<file path="src/rtl/fetch_unit.sv">
// Fetch stage: owns the PC and tracks the one outstanding memory read.
// Returned words go into a 2-entry skid buffer that feeds decode through
// a valid/ready handshake. Redirect flushes and restarts fetch; halts at LAST_PC.
module fetch_unit #(
  parameter int unsigned         PC_WIDTH    = 10,
  parameter int unsigned         INSTR_WIDTH = 32,
  parameter logic [PC_WIDTH-1:0] RESET_PC    = '0,
  parameter logic [PC_WIDTH-1:0] LAST_PC     = '1
) (
  input  logic                   CLK_SYS,
  input  logic                   RST_SYS_N,
  input  logic                   run,
  output logic [PC_WIDTH-1:0]    imem_pc,
  input  logic [INSTR_WIDTH-1:0] imem_instr,
  input  logic                   redirect_valid,
  input  logic [PC_WIDTH-1:0]    redirect_pc,
  output logic                   if_valid,
  input  logic                   if_ready,
  output logic [INSTR_WIDTH-1:0] if_instr,
  output logic [PC_WIDTH-1:0]    if_pc,
  output logic                   done
);

  localparam int unsigned CNT_W = 2;
  localparam int unsigned USE_W = 3;

  logic [PC_WIDTH-1:0]    r_pc, w_pc_nxt;
  logic                   r_inflight, w_inflight_nxt;
  logic [PC_WIDTH-1:0]    r_infl_pc, w_infl_pc_nxt;
  logic                   r_halted, w_halted_nxt;
  logic [CNT_W-1:0]       r_count, w_count_nxt;
  logic [INSTR_WIDTH-1:0] r_hd_instr, w_hd_instr_nxt;
  logic [PC_WIDTH-1:0]    r_hd_pc, w_hd_pc_nxt;
  logic [INSTR_WIDTH-1:0] r_tl_instr, w_tl_instr_nxt;
  logic [PC_WIDTH-1:0]    r_tl_pc, w_tl_pc_nxt;

  logic                   w_pop;
  logic                   w_push;
  logic                   w_issue;
  logic [USE_W-1:0]       w_used;

  assign imem_pc  = r_pc;
  assign if_valid = (r_count != CNT_W'(0));
  assign if_instr = r_hd_instr;
  assign if_pc    = r_hd_pc;
  assign done     = r_halted & ~r_inflight & (r_count == CNT_W'(0));

  // Credit check: issue only if the buffer can absorb every word already owed plus the new one
  always_comb begin
    w_pop   = if_valid & if_ready;
    w_push  = r_inflight;
    w_used  = USE_W'(r_count) + USE_W'(r_inflight);
    w_issue = run & ~r_halted & ~redirect_valid & (w_used < (USE_W'(2) + USE_W'(w_pop)));
  end

  // Next-state for PC, in-flight tracking and the skid buffer
  always_comb begin
    w_pc_nxt       = r_pc;
    w_inflight_nxt = 1'b0;
    w_infl_pc_nxt  = r_infl_pc;
    w_halted_nxt   = r_halted;
    w_count_nxt    = r_count;
    w_hd_instr_nxt = r_hd_instr;
    w_hd_pc_nxt    = r_hd_pc;
    w_tl_instr_nxt = r_tl_instr;
    w_tl_pc_nxt    = r_tl_pc;

    if (redirect_valid) begin
      // Flush: the word still in flight is dropped along with the buffer contents
      w_pc_nxt     = redirect_pc;
      w_halted_nxt = 1'b0;
      w_count_nxt  = CNT_W'(0);
    end else begin
      if (w_issue) begin
        w_inflight_nxt = 1'b1;
        w_infl_pc_nxt  = r_pc;
        w_pc_nxt       = r_pc + PC_WIDTH'(1);
        if (r_pc == LAST_PC) w_halted_nxt = 1'b1;
      end

      case ({w_push, w_pop})
        2'b10: begin
          if (r_count == CNT_W'(0)) begin
            w_hd_instr_nxt = imem_instr;
            w_hd_pc_nxt    = r_infl_pc;
          end else begin
            w_tl_instr_nxt = imem_instr;
            w_tl_pc_nxt    = r_infl_pc;
          end
          w_count_nxt = r_count + CNT_W'(1);
        end
        2'b01: begin
          w_hd_instr_nxt = r_tl_instr;
          w_hd_pc_nxt    = r_tl_pc;
          w_count_nxt    = r_count - CNT_W'(1);
        end
        2'b11: begin
          if (r_count == CNT_W'(1)) begin
            w_hd_instr_nxt = imem_instr;
            w_hd_pc_nxt    = r_infl_pc;
          end else begin
            w_hd_instr_nxt = r_tl_instr;
            w_hd_pc_nxt    = r_tl_pc;
            w_tl_instr_nxt = imem_instr;
            w_tl_pc_nxt    = r_infl_pc;
          end
        end
        default: ;
      endcase
    end
  end

  // State registers
  always_ff @(posedge CLK_SYS or negedge RST_SYS_N) begin
    if (!RST_SYS_N) begin
      r_pc       <= RESET_PC;
      r_inflight <= 1'b0;
      r_infl_pc  <= '0;
      r_halted   <= 1'b0;
      r_count    <= '0;
      r_hd_instr <= '0;
      r_hd_pc    <= '0;
      r_tl_instr <= '0;
      r_tl_pc    <= '0;
    end else begin
      r_pc       <= w_pc_nxt;
      r_inflight <= w_inflight_nxt;
      r_infl_pc  <= w_infl_pc_nxt;
      r_halted   <= w_halted_nxt;
      r_count    <= w_count_nxt;
      r_hd_instr <= w_hd_instr_nxt;
      r_hd_pc    <= w_hd_pc_nxt;
      r_tl_instr <= w_tl_instr_nxt;
      r_tl_pc    <= w_tl_pc_nxt;
    end
  end

endmodule

</file>
<file path="config.mk">
export PLATFORM = sky130hd
export DESIGN_NAME = fetch_unit
export DESIGN_NICKNAME = d
export VERILOG_FILES = /design/src/rtl/fetch_unit.sv
export SDC_FILE = /design/constraint.sdc
export NUM_CORES = 1
export LEC_CHECK = 0
export CAP_MARGIN = 10
export CELL_PAD_IN_SITES_DETAIL_PLACEMENT = 1
export CELL_PAD_IN_SITES_GLOBAL_PLACEMENT = 1
export CORE_AREA = 10 10 120 122
export CTS_BUF_LIST = sky130_fd_sc_hd__clkbuf_2
export CTS_CLUSTER_SIZE = 40
export DETAILED_ROUTE_END_ITERATION = 6
export DIE_AREA = 0 0 130 132
export DONT_BUFFER_PORTS = 1
export PLACE_DENSITY = 0.67
export RECOVER_POWER = 100
export SYNTH_ARGS = -nofsm -noshare
export SYNTH_HDL_FRONTEND = slang
export SYNTH_SLANG_ARGS = --single-unit
</file>
<file path="constraint.sdc">
create_clock -name CLK_SYS -period 3.1 [get_ports CLK_SYS]
set_input_delay 0.31 -clock CLK_SYS [delete_from_list [all_inputs] [get_ports CLK_SYS]]
set_output_delay 0.31 -clock CLK_SYS [all_outputs]
set_load 0.02 [all_outputs]
</file>
; Yosys cells after proc, flatten, opt, wreduce, memory -nomap -nowiden
; Index checks and enable logic that the tools add are counted.
[word_totals]
output_inout_bits = 54
elab_cells = 64
regBits = 108
inputBits = 47
[classes]
eq_ne = 8
n_addsub = 5
mux = 21
n_lt_le_gt_ge = 1
n_bitwise = 9
reduce_logical = 11
[ops]
columns = cell, n
row1 = 32-bit 2-to-1 mux, 4
row2 = 32-bit one-hot mux with 3 select lines, 1
row3 = 32-bit one-hot mux with 2 select lines, 1
row4 = 10-bit 2-to-1 mux, 6
row5 = 10-bit one-hot mux with 3 select lines, 1
row6 = 10-bit one-hot mux with 2 select lines, 1
row7 = "10-bit by 1-bit adder with 10-bit output, second input constant", 1
row8 = "10-bit equality test, second input constant", 1
row9 = 2-bit nonzero test, 4
row10 = 1-bit AND, 6
row11 = "2-bit != test, second input constant", 3
row12 = 3-bit nonzero test, 2
row13 = 1-bit 2-to-1 mux, 5
row14 = "2-bit by 1-bit equality test with 1-bit output, second input constant", 2
row15 = "2-bit equality test, second input constant", 2
row16 = 2-bit one-hot mux with 2 select lines, 1
row17 = 2-bit AND reduction, 2
row18 = 4-bit AND reduction, 1
row19 = 2-bit by 1-bit adder with 3-bit output, 1
row20 = "2-bit by 1-bit adder with 3-bit output, first input constant", 1
row21 = 3-bit less-than comparator, 1
row22 = 1-bit inverter, 3
row23 = 3-bit AND reduction, 1
row24 = "2-bit by 1-bit adder with 2-bit output, second input constant", 1
row25 = other kinds (3), 3

; Depth between registers and ports, before layout
[depth]
ltp_word = 7
mapped_depth = 9
ltp_nobuf = 6

; Worst setup path before layout
; OpenSTA, ideal clock, no wires.
[synth_timing]
path_type = register -> register
from = reg r_count[0]
to = reg r_infl_pc[4]
synth_period_minus_slack_ns = 2.217
stages_incl_launch_ff = 8
required_time_ns = 2.972
arrival_time_ns = 2.089
setup_ns = 0.128
path_slack_ns = 0.883
n_path_buf = 1
cell_sequence = dfrtp_1 ha_1 ha_1 or3b_2 a21oi_2 and2_1 buf_4 mux2_1
[synth_via]
elab_chain_len = 6
elab_cells_between_ends = 7
cone_classes = add/sub (2) / order compare (1) / bitwise (2) / reduce/logical (2)
[synth_lines]
columns = element, line
row1 = "start, declared", 31  ; logic [CNT_W-1:0] r_count, w_count_nxt;
row2 = "start signal, assigned", 130  ; r_count <= w_count_nxt;
row3 = 2-bit nonzero test, 43  ; assign if_valid = (r_count != CNT_W'(0));
row4 = 1-bit AND, 50  ; w_pop = if_valid & if_ready;
row5 = 2-bit by 1-bit adder with 3-bit output, 53  ; w_issue = run & ~r_halted & ~redirect_valid & (w_used < (USE_W'(2) + USE_W'(w_pop)));
row6 = 3-bit less-than comparator *, 53
row7 = 1-bit AND *, 53
row8 = 2-bit AND reduction (no source line) *, --
row9 = "end signal, assigned", 128  ; r_infl_pc <= w_infl_pc_nxt;
row10 = "end, declared", 29  ; logic [PC_WIDTH-1:0] r_infl_pc, w_infl_pc_nxt;
; Mark *: on every way between the ends. The rest lies on a longest branch, timed or not.
; A chain may end at the register's enable or synchronous reset.

; Final worst setup path
[layout_timing]
from = reg r_inflight
to = reg r_infl_pc[8]
[layout_via]
elab_chain_len = 4
[layout_lines]
columns = element, line
row1 = "start, declared", 28  ; logic r_inflight, w_inflight_nxt;
row2 = "start signal, assigned", 127  ; r_inflight <= w_inflight_nxt;
row3 = 2-bit by 1-bit adder with 3-bit output, 52  ; w_used = USE_W'(r_count) + USE_W'(r_inflight);
row4 = 3-bit less-than comparator, 53
row5 = 1-bit AND, 53
row6 = 2-bit AND reduction (no source line), --
; No other way between the ends.

==> flow_summary_export.csv <==
group,metric,value,unit
run_status,status,"complete, but fails checks",
run_status,violations,"max-capacitance violations, max-slew violations",
routing,wl,11.0,mm
timing,slew_violations,109,
worst_setup_path,critical_path_peak_fanout,11,
timing,final.setup_skew,0.0214,ns
placement,globalplace.congestion,0.785,
routing,vias_per_cell,5.23,
placement,port_buffers,0,
timing,fin_tns_setup,0,ns
pwr,seqPwrFrac,60.7,%
grt,grt_pass1_wl,18.2,mm
die,start_util,39.8,%
cells_and_area,fin_nets,479,
die,std_cell_rows,40,
worst_setup_path,cp_common_cell,"ha_1",
clock_network,cts-root-buf,"clkbuf_2",
worst_setup_path,r2r_cells,6,
grt,antenna_found_initial,0,
grt,first_global_vias,3395,
timing,period_needed,2.63,ns
pwr,swShare,40.3,%
timing,hold_viol_final,0,
pwr,power,4670,uW
grt,grt_usage,13.3,%
routing,via_count,3023,
yosys,syn_area,4740,um2
pwr,p_per_area,873,nW/um2
grt,overflow,0,
yosys,synthFlopType,"dfrtp_1",
routing,drc,0,
clock_network,post_cts_buffers,0,
yosys,yosys_warnings,0,
clock_network,cts_resized,0,
cells_and_area,n_antenna_cell,0,
yosys,avgSynthCellArea,12.1,um2
placement,dp_hpwl,7.10,mm
worst_setup_path,cp_slowest_cell,"dfrtp_1",
die,die_w,130,um
worst_setup_path,critPathLaunchType,"flop",
clock_network,htree_levels,3,
pwr,p_int,2790,uW
die,coreArea,11900,um2
die,io_pins,101,
yosys,synth_cells,393,
worst_setup_path,max_stage_delay,0.54,ns
worst_setup_path,end_kind,"flop",
clock_network,cts_made_buffers,9,
timing,max_slew_margin,-61.9,%
timing,max_freq,0.380,GHz
worst_setup_path,crit_chain,"ha_1 > ha_1 > or3b_2 > a21oi_2 > and2_1 > mux2_1",
die,dieHeight,132,um
clock_network,cts.sinks,108,
timing,period_share,84.8,%
clock_network,clk_path_buf_depth,2,
timing,grt_setup_unrepaired,"no",
cells_and_area,area_growth,12.7,%
yosys,synth_area_leader_cell,"dfrtp_1",
routing,wl_per_cell,19.1,um
clock_network,clk_pin_slew,0.27,ns
yosys,synth_edf_count,0,
clock_network,clkLatencyLatePin,0.58,ns
cells_and_area,post-route-util,44.9,%
yosys,synth_seq_cells,108,
job,max_cap_viol_count,1,
routing,drt_iter0_markers,114,
clock_network,cts_tree,"done",
timing,finalSetupViolCount,0,
hold_path,hold_class,"input pin to flop",
routing,ant_nets,0,
pwr,p_clk_share,11.5,%
yosys,netlist.area_leader.share,57.0,%
yosys,synth_top_cells_by_area,"dfrtp_1 (57%), mux2_2 (10%), mux2i_1 (9.3%)",
worst_setup_path,critPathKind,"flop to flop",
yosys,async_flop_share,100,%
timing,max_slew.worst_pin.slew,2.43,ns
grt,grt_max_degree,109,
yosys,synth_fp_nets,445,
worst_setup_path,required,3.59,ns
timing,whs,0.116,ns
pwr,p_leak,0.00247,uW
pwr,peakVddDrop,0.000273,V
worst_setup_path,critPathArrivalTime,3.12,ns
cells_and_area,drive_gt1_share,14.6,%
hold_path,whs_path_depth,4,
cells_and_area,final_common_cell,"dfrtp_1",
yosys,synth-seq-area-share,57.0,%
die,die_area,17200,um2
yosys,synth_cell_type_count,36,
pwr,p_sw,1880,uW
cells_and_area,final_cell_mix,"dfrtp_1 (108), nor2_1 (48), mux2i_1 (44), dlygate4sd3_1 (44), a21oi_1 (43)",
pwr,combPwrFrac,27.8,%
routing,dr.pass1.iters,4,
## cells by family (layout without fill, tap and decap cells)
family / count (synthesis) / in the layout / share of synthesized area (%)
and+or+nand+nor: 77 / 77 / 7.02
adders and majority gates: 5 / 5 / 1.32
muxes: 96 / 96 / 21.6
xor gates and xnor gates: 9 / 9 / 1.66
buffers and inverters: 31 / 69 / 2.98
AOI/OAI and AO/OA: 67 / 67 / 8.39
DFF: 108 / 108 / 57.0
## power groups by stage
stage          clock network [uW]  registers, uW  logic [uW]
5_1_grt                       646           2940        1480
3_3_place_gp                    0           2860        1180
2_1_floorplan                   0           2700        1070
3_5_place_dp                    0           2900        1240
4_1_cts                       576           2860        1340
6_report                      537           2840        1300
## routing by layer
layer	global-route usage, %	vias to the layer above	part of all wire, %	routed length [um]
met5	0	-	0	0
met3	4.95	11	7.4	815
li1	-	1438	-	-
met1	15.7	1509	43	4700
met4	5.06	0	1.4	157
met2	21.4	65	49	5370
## critical path: cells and delay by family (launching register included)
family	cells	cell delay, ns
muxes	1	0.37
adders and majority gates	2	0.43
AOI/OAI and AO/OA	1	0.23
and+or+nand+nor	2	0.97
DFF	1	0.54
## final timing paths
kind                                start              to  slack, ns
hold / removal             redirect_valid    if_instr[28]       0.12
setup reg to reg               r_inflight    r_infl_pc[8]       0.47
setup / recovery               r_inflight    r_infl_pc[8]       0.47
min in group asynchronous       RST_SYS_N    if_instr[22]       1.07
hold reg to reg            r_tl_instr[11]  r_tl_instr[11]       0.54
max in group asynchronous       RST_SYS_N      imem_pc[7]       0.65
## stage by stage
step / instances / setup slack (ns) / cell area, um2
final: 578 / 0.470 / 5350
after floorplan: 393 / 0.883 / 4740
after global placement: 518 / 0.562 / 4870
after detailed placement: 518 / 0.482 / 4870
after global routing: 578 / 0.230 / 5350
after CTS: 578 / 0.439 / 5410
## synthesized netlist by cell type (all sizes together) (2+ instances only)
| cell | number |
|---|---|
| xnor2 | 9 |
| clkbuf | 14 |
| a21oi | 45 |
| mux2i | 44 |
| a211oi | 5 |
| or3b | 2 |
| and3 | 2 |
| o21ai | 9 |
| a31oi | 2 |
| nand2 | 13 |
| a2111oi | 3 |
| nor2 | 48 |
| mux2 | 52 |
| dfrtp | 108 |
| ha | 5 |
| inv | 6 |
| buf | 11 |
| nand4 | 2 |
| nand3 | 4 |
## final cells by class
type / instances / area, um2
clock inverter: 4 / 17.5
tap: 147 / 184
timing repair buffer: 48 / 478
fill: 1286 / 6570
inverter: 6 / 22.5
clock buffer: 11 / 55.1
sequential: 108 / 2700
multi-input combinational: 254 / 1890
## registers in the layout, summed over array words and instances (netlist names)
| name | cells |
|---|---|
| if_instr | 32 |
| r_tl_instr | 32 |
| if_pc | 10 |
| imem_pc | 10 |
| r_infl_pc | 10 |
| r_tl_pc | 10 |
| r_count | 2 |
| r_halted | 1 |
| r_inflight | 1 |
## timing repair
action / CTS / global route
hold endpoints to repair: 185 / 0
hold buffers: 45 / 0
endpoints found under the setup margin: 0 / 0
No activity file was read; power rests on OpenSTA's default activity.
